==> src/rtl/scanner_pkg.sv <==
// Shared definitions for the register-file scanner and the datapath it sits beside.
package scanner_pkg;

    localparam int REG_ADDR_W = 5;
    localparam int ZR_IDX     = 31;

    typedef enum logic [1:0] {
        IDLE,
        FETCH,
        SEND
    } scan_state_t;

endpackage

==> src/rtl/regfile_scanner.sv <==
// Sequential read-out engine: walks an inclusive, wrapping register range on one
// spare asynchronous read port and streams {index, data} beats over valid/ready.
//
// state | meaning
// ------+-------------------------------------------------------------
// IDLE  | waiting for start; range latched when start is accepted
// FETCH | first word of the range is read and captured into the beat
// SEND  | beat presented; each handshake captures the next word or ends
module regfile_scanner
    import scanner_pkg::*;
#(
    parameter int N    = 64,
    parameter int REGS = 32
) (
    input  logic                  clk,
    input  logic                  reset,
    input  logic                  start,
    input  logic [REG_ADDR_W-1:0] first,
    input  logic [REG_ADDR_W-1:0] last,
    output logic [REG_ADDR_W-1:0] ra,
    input  logic [N-1:0]          rd,
    output logic                  out_valid,
    input  logic                  out_ready,
    output logic [REG_ADDR_W-1:0] out_idx,
    output logic [N-1:0]          out_data,
    output logic                  busy,
    output logic                  done
);

    scan_state_t           state;
    logic [REG_ADDR_W-1:0] ptr;
    logic [REG_ADDR_W-1:0] last_q;
    logic                  lastsent;
    logic [REG_ADDR_W-1:0] ptr_nxt;

    // The read port always looks at the pointer; the register file answers combinationally.
    assign ra = ptr;

    // Pointer advance wraps from the top register back to 0.
    assign ptr_nxt = (ptr == REG_ADDR_W'(REGS - 1)) ? '0 : ptr + REG_ADDR_W'(1);

    // Scan FSM with all outputs registered; a capture happens in FETCH and on each non-final handshake.
    always_ff @(posedge clk) begin
        if (reset) begin
            state     <= IDLE;
            ptr       <= '0;
            last_q    <= '0;
            lastsent  <= 1'b0;
            out_valid <= 1'b0;
            out_idx   <= '0;
            out_data  <= '0;
            busy      <= 1'b0;
            done      <= 1'b0;
        end else begin
            done <= 1'b0;
            case (state)
                IDLE: begin
                    if (start) begin
                        ptr      <= first;
                        last_q   <= last;
                        lastsent <= 1'b0;
                        busy     <= 1'b1;
                        state    <= FETCH;
                    end
                end
                FETCH: begin
                    out_data  <= rd;
                    out_idx   <= ptr;
                    ptr       <= ptr_nxt;
                    lastsent  <= (ptr == last_q);
                    out_valid <= 1'b1;
                    state     <= SEND;
                end
                SEND: begin
                    if (out_ready) begin
                        if (!lastsent) begin
                            out_data <= rd;
                            out_idx  <= ptr;
                            ptr      <= ptr_nxt;
                            lastsent <= (ptr == last_q);
                        end else begin
                            out_valid <= 1'b0;
                            busy      <= 1'b0;
                            done      <= 1'b1;
                            state     <= IDLE;
                        end
                    end
                end
                default: begin
                    out_valid <= 1'b0;
                    busy      <= 1'b0;
                    state     <= IDLE;
                end
            endcase
        end
    end

endmodule

==> config.mk <==
export PLATFORM = sky130hd
export DESIGN_NAME = regfile_scanner
export DESIGN_NICKNAME = d
export VERILOG_FILES = /design/src/rtl/scanner_pkg.sv /design/src/rtl/regfile_scanner.sv
export SDC_FILE = /design/constraint.sdc
export NUM_CORES = 1
export LEC_CHECK = 0
export BUFFER_PORTS_ARGS = -buffer_cell sky130_fd_sc_hd__buf_2
export CAP_MARGIN = 20
export CORE_ASPECT_RATIO = 1.1
export CORE_MARGIN = 5
export CORE_UTILIZATION = 49
export DETAILED_ROUTE_END_ITERATION = 6
export GPL_TIMING_DRIVEN = 0
export MAX_ROUTING_LAYER = met4
export PLACE_DENSITY = 0.91
export SETUP_SLACK_MARGIN = 0.1
export SLEW_MARGIN = 25
export SYNTH_ARGS = -nofsm -noshare
export SYNTH_HDL_FRONTEND = slang
export SYNTH_SLANG_ARGS = --single-unit
==> constraint.sdc <==
create_clock -name clk -period 4.2 [get_ports clk]
set_input_delay 0.84 -clock clk [delete_from_list [all_inputs] [get_ports clk]]
set_output_delay 0.84 -clock clk [all_outputs]
set_load 0.01 [all_outputs]
==> results.py, run 1 <==
metrics = {
    "pwr": {
        "power.density_cell_area_nw_per_um2": 573,
        "leakage_nw": 2.03,
        "irDropWorstVdd_uv": 295,
        "design_power_total_mw": 2.48,
    },
    "setup_path": {
        "reg2reg_to": "out_data[7]$_SDFFE_PP0P_",
        "critPathArrivalTime_ns": 1.03,
        "largest_delay_contributor_family_on_the_critical_path": "flip-flops",
        "worstPathCellList": "buf_2",
        "path_depth": 1,
        "worstSetupEndpointType": "output port",
        "slowest_delay_ns": 0.50,
        "worst-r2r-cell-count": 8,
        "worst-path-buf-inv": 1,
        "criticalPathCategory": "reg2out",
        "reg2reg_from": "state[0]$_SDFFE_PP0P_",
        "crit_required_ns": 3.36,
        "crit_path_start_kind": "register",
        "timing.critical_path.fanout_max": 6,
        "reg2reg_slack_ns": 2.35,
        "timing.critical_path.slowest_stage_cell": "sky130_fd_sc_hd__dfxtp_1",
    },
    "timing": {
        "tightest_slew_ns": 0.557,
        "fmax_ghz": 0.534,
        "timing.final.ws_setup_ns": 2.33,
        "timing.clock.skew_ns": 0.00997,
        "hold_viol_final": 0,
        "final_min_period_over_clock_period_pct": 44.6,
        "timing.final.crit_period_ns": 1.87,
        "maxSlewViolCount": 0,
        "rsz0062_at_grt": "no",
        "report.final.setup_viol": 0,
        "final.setup.tns_ns": 0,
        "slew_headroom_pct": 62.9,
    },
    "clock_tree": {
        "clock_sink_count": 85,
        "post_cts_resized": 0,
        "cts.root.buffer_cell": "sky130_fd_sc_hd__clkbuf_8",
        "clock_path_buffers": 2,
        "clk_pin_slew_worst_paths_ns": 0.08,
        "worst_skew_pair.late_latency_ns": 0.34,
        "post_cts.repair.setup_buffers": 0,
        "cts_inserted_buffers": 9,
        "cts-htree-levels": 3,
        "cts_hold_buffers": 0,
        "tritoncts": "done",
    },
    "layout": {
        "layout-drive-gt1-share_pct": 32.4,
        "filler_cell_count": 583,
        "flow.area_growth_from_synthesis_pct": 33.2,
        "area_of_the_multi_input_gates_sq_um": 1390,
        "diodes": 0,
        "ff_latch_area_sq_um": 1700,
        "layout.cell_area.non_filler_sq_um": 4330,
        "fin_nets": 653,
    },
    "placed_design": {
        "routabilityCongestion": 0.823,
        "dp_hpwl_um": 6760,
        "placement.io_buffers": 152,
        "pre_cts_slack_ns": 2.13,
        "dpl-instance-area_sq_um": 4110,
    },
    "floorplanning": {
        "floorplan.initialDensity_pct": 49.9,
        "floorplan.die_area_sq_um": 8360,
        "placement_rows": 31,
        "chipHeight_um": 95.4,
        "placeableCoreArea_sq_um": 6520,
        "floorplan.die.width_um": 87.7,
        "io-pin-count": 155,
    },
    "detailed_routing": {
        "antenna_left": 0,
        "routed-via-count": 3235,
        "routed_via_density": 4.93,
        "iteration_count_of_the_initial_detailed_routing_pass": 4,
        "initial_detailed_routing_violation_count": 69,
        "route.final.wire_length_um": 8810,
        "post-route-drc-count": 0,
        "avgRoutedWirePerCell_um": 13.4,
    },
    "synth": {
        "post_synth_main_area_contributors": "sky130_fd_sc_hd__dfxtp_1, sky130_fd_sc_hd__nand2_1, sky130_fd_sc_hd__a21oi_1",
        "library_cell_with_the_highest_instance_count_after_synthesis": "sky130_fd_sc_hd__nand2_1",
        "yosysWarningCount": 0,
        "synth.net_count": 490,
        "synth.largest_area_cell": "sky130_fd_sc_hd__dfxtp_1",
        "proportion_of_synthesized_chip_area_in_sequential_cells_pct": 52.3,
        "post_synth_edffs": 0,
        "post_synth.cell_area_avg_sq_um": 8.01,
        "post_synth_inst_count": 406,
        "dominant_synthesized_flop_cell": "sky130_fd_sc_hd__dfxtp_1",
        "postSynthRegisterBits": 85,
        "synthArstFlopShare_pct": 0,
        "synth.cells.most_frequent": "sky130_fd_sc_hd__nand2_1, sky130_fd_sc_hd__dfxtp_1, sky130_fd_sc_hd__a21oi_1, sky130_fd_sc_hd__buf_2",
        "synth_cell_types": 30,
        "synth_top_area_share_pct": 52.3,
        "syn-cell-area_sq_um": 3250,
    },
    "min_path": {
        "worst_hold_path_type": "reg2reg",
        "holdPathStages": 2,
        "timing.hold.worst_endpoint": "out_data[44]$_SDFFE_PP0P_",
        "worstHoldStart": "out_data[44]$_SDFFE_PP0P_",
    },
    "global_route": {
        "globalRouteTotalUtil_pct": 21.6,
        "grt_pass1_vias": 3166,
        "pin_count_of_the_biggest_net_entering_global_routing": 15,
        "antenna_found_initial": 0,
        "grt_first_pass_wirelength_um": 14000,
        "global_route.overflow_total": 0,
    },
    "status": {
        "status": "complete, no violations",
    },
    "flow_run": {
        "cap_viol_max_count": 0,
    },
}
## flip-flops by register name (all words and copies together), names as in the netlist
signal,cells
ra,5
out_valid,1
last_q,5
state,2
out_idx,5
out_data,64
busy,1
done,1
lastsent,1
## cell usage in the layout (no fill, tap or decap)
master	count
sky130_fd_sc_hd__a21boi_1	1
sky130_fd_sc_hd__clkbuf_8	9
sky130_fd_sc_hd__buf_6	3
sky130_fd_sc_hd__bufinv_16	2
sky130_fd_sc_hd__o221a_2	1
sky130_fd_sc_hd__xor2_1	4
sky130_fd_sc_hd__a31oi_1	1
sky130_fd_sc_hd__a21oi_1	81
sky130_fd_sc_hd__o21ai_0	5
sky130_fd_sc_hd__o21ai_2	1
sky130_fd_sc_hd__mux2i_1	3
sky130_fd_sc_hd__buf_1	1
sky130_fd_sc_hd__a21oi_2	1
sky130_fd_sc_hd__nor3_1	4
sky130_fd_sc_hd__buf_4	2
sky130_fd_sc_hd__dfxtp_1	85
sky130_fd_sc_hd__nand2b_1	3
sky130_fd_sc_hd__clkinvlp_4	2
sky130_fd_sc_hd__a211oi_1	4
sky130_fd_sc_hd__nor2_1	9
sky130_fd_sc_hd__inv_6	1
sky130_fd_sc_hd__and3_1	1
sky130_fd_sc_hd__xnor2_1	2
sky130_fd_sc_hd__nand4_1	1
sky130_fd_sc_hd__nor3b_1	2
sky130_fd_sc_hd__o21a_1	2
sky130_fd_sc_hd__inv_1	4
sky130_fd_sc_hd__ha_1	6
sky130_fd_sc_hd__buf_2	164
sky130_fd_sc_hd__nand3_1	6
sky130_fd_sc_hd__nor2b_1	3
sky130_fd_sc_hd__nand2_1	148
sky130_fd_sc_hd__a21o_1	1
sky130_fd_sc_hd__clkbuf_1	11
## per-layer routing
layer | global-route usage [%] | up-vias | routed length, um
met5 | - | - | 0
met4 | 6.65 | 0 | 130
met3 | 5.01 | 14 | 747
met2 | 36.7 | 113 | 4390
met1 | 25.3 | 1455 | 3550
li1 | - | 1653 | -
## cell families after synthesis
logic type	Yosys count	share of synthesized area (%)
simple gates	177	21.7
compound gates	98	16.2
flops	85	52.3
buf+inv	31	4.96
xor+xnor	6	1.62
fa+ha+maj	6	2.31
mux	3	0.924
## power breakdown
group          switching, mW  internal (mW)
clock                  0.290          0.338
sequential            0.0918          0.951
combinational          0.484          0.327
total                  0.866           1.62
## per-stage QoR
stage | instances | hold slack [ns] | util, %
floorplan | 406 | 0.448 | -
global route | 656 | 0.466 | 66.4
CTS | 656 | 0.453 | 66.4
global placement | 640 | 0.434 | 63.1
finish | 656 | 0.452 | 66.4
detailed placement | 640 | 0.442 | 63.1
## worst max-delay path by stage
stage,from,end
2_1_floorplan,start,ra[3]$_SDFFE_PP0P_
3_3_place_gp,out_ready,out_data[10]$_SDFFE_PP0P_
3_5_place_dp,out_ready,out_data[7]$_SDFFE_PP0P_
4_1_cts,ra[0]$_SDFFE_PP0P_,ra[0]
5_1_grt,state[0]$_SDFFE_PP0P_,out_data[10]$_SDFFE_PP0P_
6_report,ra[1]$_SDFFE_PP0P_,ra[1]
## area by class of cell
type / count / area share, %
flip-flops and latches: 85 / 39.3
multi-input cells: 290 / 32.1
repair buffers: 152 / 17.6
plain buffers: 27 / 3.38
clock buffers: 11 / 3.03
well taps: 82 / 2.37
clock inverters: 5 / 1.94
inverters: 4 / 0.347
(Power assumes the default switching activity.)
==> run 2, diff against run 1 <==
- CORE_UTILIZATION: 49 -> 41
- PLACE_DENSITY: 0.91 -> 0.82
- clock period: 4.2 -> 1.7 ns (I/O delays scaled with it)
==> results.py, run 2 (same netlist as run 1, synthesis figures left out) <==
metrics = {
    "placed_design": {
        "dpl-instance-area_sq_um": 4150,
        "dp_hpwl_um": 6790,
        "routabilityCongestion": 0.812,
        "placement.io_buffers": 152,
        "pre_cts_slack_ns": -0.222,
        "dp_cells": 666,
    },
    "timing": {
        "final.setup.tns_ns": 0,
        "maxSlewViolCount": 0,
        "fmax_ghz": 0.628,
        "hold_viol_final": 0,
        "tightest_slew_ns": 0.665,
        "rsz0062_at_grt": "yes",
        "slew_headroom_pct": 55.6,
        "timing.clock.skew_ns": 0.0120,
        "fin_hold_ws_ns": 0.234,
        "timing.final.crit_period_ns": 1.59,
        "final_min_period_over_clock_period_pct": 93.6,
        "timing.final.ws_setup_ns": 0.108,
        "report.final.setup_viol": 0,
    },
    "setup_path": {
        "timing.critical_path.slowest_stage_cell": "sky130_fd_sc_hd__dfxtp_4",
        "slowest_delay_ns": 0.39,
        "timing.critical_path.fanout_max": 6,
        "reg2reg_from": "state[0]$_SDFFE_PP0P_",
        "critPathArrivalTime_ns": 1.79,
        "worstPathCellList": "inv_6 > ha_4 > nand2b_4 > o21a_1 > buf_6 > buf_8 > clkbuf_16 > nand2_1 > a21oi_1",
        "worstSetupEndpointType": "register",
        "crit_required_ns": 1.90,
        "crit_start": "state[0]$_SDFFE_PP0P_",
        "criticalPathCategory": "reg2reg",
        "crit_path_start_kind": "register",
    },
    "layout": {
        "regMostFlops": "out_data",
        "most-common-layout-cells": "sky130_fd_sc_hd__buf_2, sky130_fd_sc_hd__nand2_1, sky130_fd_sc_hd__dfxtp_1",
        "layout-drive-gt1-share_pct": 39.2,
        "filler_cell_count": 733,
        "most_common_cell_after_layout_fill_and_taps_aside": "sky130_fd_sc_hd__buf_2",
        "fin_nets": 666,
        "area_of_the_multi_input_gates_sq_um": 1560,
        "final_core_density_pct": 60.5,
        "layout.cell_area.non_filler_sq_um": 4730,
        "flow.area_growth_from_synthesis_pct": 45.6,
        "diodes": 0,
        "ff_latch_area_sq_um": 1720,
        "largest_register_ffs": 64,
        "final-instance-count-excl-fill": 695,
    },
    "pwr": {
        "clock_power_share_pct": 21.4,
        "cellInternalPower_mw": 4.30,
        "power.share.switching_pct": 35.2,
        "leakage_nw": 2.17,
        "combinationalPowerShare_pct": 39.2,
        "power.density_cell_area_nw_per_um2": 1400,
        "switching_power_mw": 2.34,
        "sequentialPowerShare_pct": 39.4,
        "irDropWorstVdd_uv": 723,
        "design_power_total_mw": 6.64,
    },
    "global_route": {
        "grt_first_pass_wirelength_um": 14000,
        "grt_pass1_vias": 3082,
        "pin_count_of_the_biggest_net_entering_global_routing": 15,
        "globalRouteTotalUtil_pct": 18.8,
        "gr-usage-met3_pct": 4.49,
        "global_route.usage.met1_pct": 22.2,
        "global_route.overflow_total": 0,
        "antenna_found_initial": 0,
        "grt_most_used_layer": "met2",
        "grt_util_met2_pct": 30.4,
    },
    "detailed_routing": {
        "avgRoutedWirePerCell_um": 13.7,
        "routed-via-count": 3359,
        "route.final.wire_length_um": 9530,
        "routed_via_density": 4.83,
        "post-route-drc-count": 0,
        "antenna_left": 0,
        "iteration_count_of_the_initial_detailed_routing_pass": 4,
        "initial_detailed_routing_violation_count": 188,
    },
    "clock_tree": {
        "tritoncts": "done",
        "clk_pin_slew_worst_paths_ns": 0.09,
        "clock_path_buffers": 2,
        "cts.root.buffer_cell": "sky130_fd_sc_hd__clkbuf_8",
        "cts_inserted_buffers": 9,
        "cts-htree-levels": 3,
        "worst_skew_pair.late_latency_ns": 0.34,
        "clock_sink_count": 85,
    },
    "flow_run": {
        "cap_viol_max_count": 0,
    },
    "floorplanning": {
        "floorplan.initialDensity_pct": 41.5,
        "io-pin-count": 155,
        "floorplan.die_area_sq_um": 9810,
        "chipHeight_um": 103,
        "floorplan.die.width_um": 94.9,
        "placeableCoreArea_sq_um": 7830,
        "placement_rows": 34,
    },
    "status": {
        "status": "complete, no violations",
    },
    "min_path": {
        "worstHoldStart": "rd[29]",
        "worst_hold_path_type": "in2reg",
    },
}
-- run 2: changes by cell type in the layout (fill, tap and decap cells not counted), sizes merged --
cell	previous run	this run
buf	170	182
bufinv	2	1
clkbuf	20	21
clkinv	0	3
clkinvlp	2	1
inv	5	4
-- run 2: cell type report --
cell class,instances,share of cell area (%)
multi-input combinational,290,32.9
inverter,4,0.476
clock buffer,11,2.99
buffer,27,4.34
tap,108,2.86
clock inverter,5,1.27
sequential,85,36.3
timing repair buffer,165,18.9
-- run 2: per-layer routing --
layer | part of all wire, % | up-vias
met4 | 1.4 | 0
li1 | - | 1683
met3 | 7.3 | 12
met5 | 0 | -
met2 | 49 | 122
met1 | 42 | 1542
-- run 2: critical path: cells and delay by family, from the launching register on --
family	cells	cell delay [ns]
buf+inv	4	0.47
fa+ha+maj	1	0.17
simple gates	2	0.23
compound gates	2	0.18
flops	1	0.39
-- run 2: worst paths after layout --
kind                                             endpoint  slack (ns)  depth (start not counted)
worst min-delay path            out_data[29]$_SDFFE_PP0P_        0.23                          3
worst max-delay path             out_data[9]$_SDFFE_PP0P_        0.11                          9
worst min register to register  out_data[51]$_SDFFE_PP0P_        0.45                          2
worst max register to register   out_data[9]$_SDFFE_PP0P_        0.11                          9
-- run 2: power by group through the flow --
stage	clock network, mW	logic [mW]	registers [mW]
CTS	1.48	2.21	2.59
global route	1.56	2.87	2.66
floorplan	0	1.14	2.76
global placement	0	1.96	2.61
finish	1.42	2.60	2.62
detailed placement	0	2.02	2.62
-- run 2: what timing repair did --
action / CTS / global route
buffers inserted: 5 / 7
setup endpoints to repair: 77 / 66
hold buffers: 0 / 0
cloned: 0 / 1
resized for setup: 25 / 54
pin swaps: 2 / 8
==> run 3, diff against run 2 <==
- PLACE_DENSITY: 0.82 -> 0.83
==> results.py, run 3 (same netlist as run 1, synthesis figures left out) <==
metrics = {
    "placed_design": {
        "dp_cells": 666,
        "dpl-instance-area_sq_um": 4150,
        "placement.io_buffers": 152,
        "dp_hpwl_um": 6890,
        "routabilityCongestion": 0.838,
    },
    "setup_path": {
        "criticalPathCategory": "reg2reg",
        "timing.critical_path.fanout_max": 4,
        "path_depth": 8,
        "worst-path-buf-inv": 3,
        "slowest_delay_ns": 0.39,
        "worstSetupEndpointType": "register",
        "reg2reg_slack_ns": 0.11,
        "worstPathCellList": "inv_4 > ha_4 > buf_6 > mux2i_4 > buf_6 > a21o_1 > o21ai_0 > a21oi_1",
        "crit_start": "state[0]$_SDFFE_PP0P_",
        "critPathMostFrequentCell": "sky130_fd_sc_hd__buf_6",
        "largest_delay_contributor_family_on_the_critical_path": "compound AO/OA/AOI/OAI gates",
        "reg2reg_from": "state[0]$_SDFFE_PP0P_",
        "critPathArrivalTime_ns": 1.80,
        "worst-r2r-cell-count": 8,
        "timing.critical_path.slowest_stage_cell": "sky130_fd_sc_hd__dfxtp_4",
        "crit_path_start_kind": "register",
        "crit_required_ns": 1.92,
    },
    "timing": {
        "timing.final.crit_period_ns": 1.59,
        "final_min_period_over_clock_period_pct": 93.4,
        "tightest_slew_ns": 0.615,
        "maxSlewViolCount": 0,
        "rsz0062_at_grt": "yes",
        "fmax_ghz": 0.630,
        "final.setup.tns_ns": 0,
        "report.final.setup_viol": 0,
        "timing.clock.skew_ns": 0.00613,
        "hold_viol_final": 0,
        "slew_headroom_pct": 59.0,
    },
    "status": {
        "status": "complete, no violations",
    },
    "floorplanning": {
        "floorplan.die_area_sq_um": 9810,
        "placeableCoreArea_sq_um": 7830,
        "floorplan.initialDensity_pct": 41.5,
        "floorplan.die.width_um": 94.9,
        "io-pin-count": 155,
        "placement_rows": 34,
        "chipHeight_um": 103,
    },
    "global_route": {
        "grt_first_pass_wirelength_um": 14300,
        "antenna_found_initial": 0,
        "grt_pass1_vias": 3260,
        "global_route.overflow_total": 0,
        "globalRouteTotalUtil_pct": 19.1,
        "pin_count_of_the_biggest_net_entering_global_routing": 15,
    },
    "detailed_routing": {
        "iteration_count_of_the_initial_detailed_routing_pass": 4,
        "routed-via-count": 3331,
        "routed_via_density": 4.82,
        "post-route-drc-count": 0,
        "antenna_left": 0,
        "route.final.wire_length_um": 9420,
        "initial_detailed_routing_violation_count": 168,
        "avgRoutedWirePerCell_um": 13.6,
    },
    "layout": {
        "most_common_cell_after_layout_fill_and_taps_aside": "sky130_fd_sc_hd__buf_2",
        "flow.area_growth_from_synthesis_pct": 43.4,
        "diodes": 0,
        "layout.cell_area.non_filler_sq_um": 4660,
        "final-instance-count-excl-fill": 691,
        "fin_nets": 662,
        "filler_cell_count": 717,
        "most-common-layout-cells": "sky130_fd_sc_hd__buf_2, sky130_fd_sc_hd__nand2_1, sky130_fd_sc_hd__a21oi_1, sky130_fd_sc_hd__dfxtp_1, sky130_fd_sc_hd__clkbuf_8",
        "largest_register_ffs": 64,
        "regMostFlops": "out_data",
        "layout-drive-gt1-share_pct": 37.6,
    },
    "clock_tree": {
        "clk_pin_slew_worst_paths_ns": 0.09,
        "clock_sink_count": 85,
        "clock_path_buffers": 2,
        "tritoncts": "done",
        "cts_hold_buffers": 0,
        "cts-htree-levels": 3,
        "cts_inserted_buffers": 9,
        "cts.root.buffer_cell": "sky130_fd_sc_hd__clkbuf_8",
        "worst_skew_pair.late_latency_ns": 0.36,
    },
    "min_path": {
        "worst_hold_path_type": "in2reg",
        "holdPathStages": 3,
        "worstHoldStart": "rd[20]",
    },
    "pwr": {
        "irDropWorstVdd_uv": 663,
        "power.density_cell_area_nw_per_um2": 1450,
        "leakage_nw": 2.14,
    },
    "flow_run": {
        "cap_viol_max_count": 0,
    },
}
[run 3: cell types whose count changed in the layout (fill, tap and decap cells not counted), sizes merged]
cell,change
buf,-6
bufinv,+2
clkbuf,+1
clkinv,-2
clkinvlp,+1
[run 3: worst reg2reg max path: stages, from the launching register on]
cell and delay [ns]:
sky130_fd_sc_hd__dfxtp_4 0.39, sky130_fd_sc_hd__inv_4 0.06, sky130_fd_sc_hd__ha_4 0.26, sky130_fd_sc_hd__buf_6 0.11, sky130_fd_sc_hd__mux2i_4 0.07, sky130_fd_sc_hd__buf_6 0.13
sky130_fd_sc_hd__a21o_1 0.15, sky130_fd_sc_hd__o21ai_0 0.19, sky130_fd_sc_hd__a21oi_1 0.10
[run 3: final cells by class]
cell class                 count  area (sq um)  share of cell area, %
timing repair buffer         162           852                   18.3
buffer                        26           176                   3.79
tap                          108           135                   2.90
clock inverter                 6           110                   2.36
multi-input combinational    290          1520                   32.5
clock buffer                  10           138                   2.95
sequential                    85          1710                   36.8
inverter                       4          20.0                  0.430
[run 3: worst paths after layout]
kind | to
min reg2reg | out_data[4]$_SDFFE_PP0P_
max reg2reg | ra[2]$_SDFFE_PP0P_
max | ra[2]$_SDFFE_PP0P_
min | out_data[20]$_SDFFE_PP0P_
[run 3: power breakdown]
group / internal (mW) / leakage, nW / switching [mW]
clock network: 1.01 / 0.119 / 0.728
registers: 2.36 / 0.697 / 0.252
logic: 1.09 / 1.32 / 1.33
total: 4.46 / 2.14 / 2.31
[run 3: per-stage QoR]
stage | util (%) | worst slack (ns) | power [mW] | hold slack (ns)
after global placement | 53.0 | -0.157 | 4.56 | 0.435
after CTS | 57.8 | 0.101 | 6.60 | 0.203
after floorplan | - | 0.125 | 3.90 | 0.448
final | 59.5 | 0.113 | 6.77 | 0.214
after global routing | 59.5 | 0.0468 | 7.20 | 0.200
after detailed placement | 53.0 | -0.219 | 4.65 | 0.442
[run 3: routing by layer]
layer / GRT usage (%) / vias up / part of all wire [%]
met1: 21.0 / 1525 / 41
met3: 5.07 / 15 / 7.3
met5: - / - / 0
li1: - / 1676 / -
met4: 6.66 / 0 / 1.6
met2: 33.5 / 115 / 50
[run 3: timing repair]
item | in CTS | in global routing
setup buffers | 6 | 4
gates resized for setup | 24 | 26
setup endpoints to repair | 77 | 68
pin swaps | 2 | 9
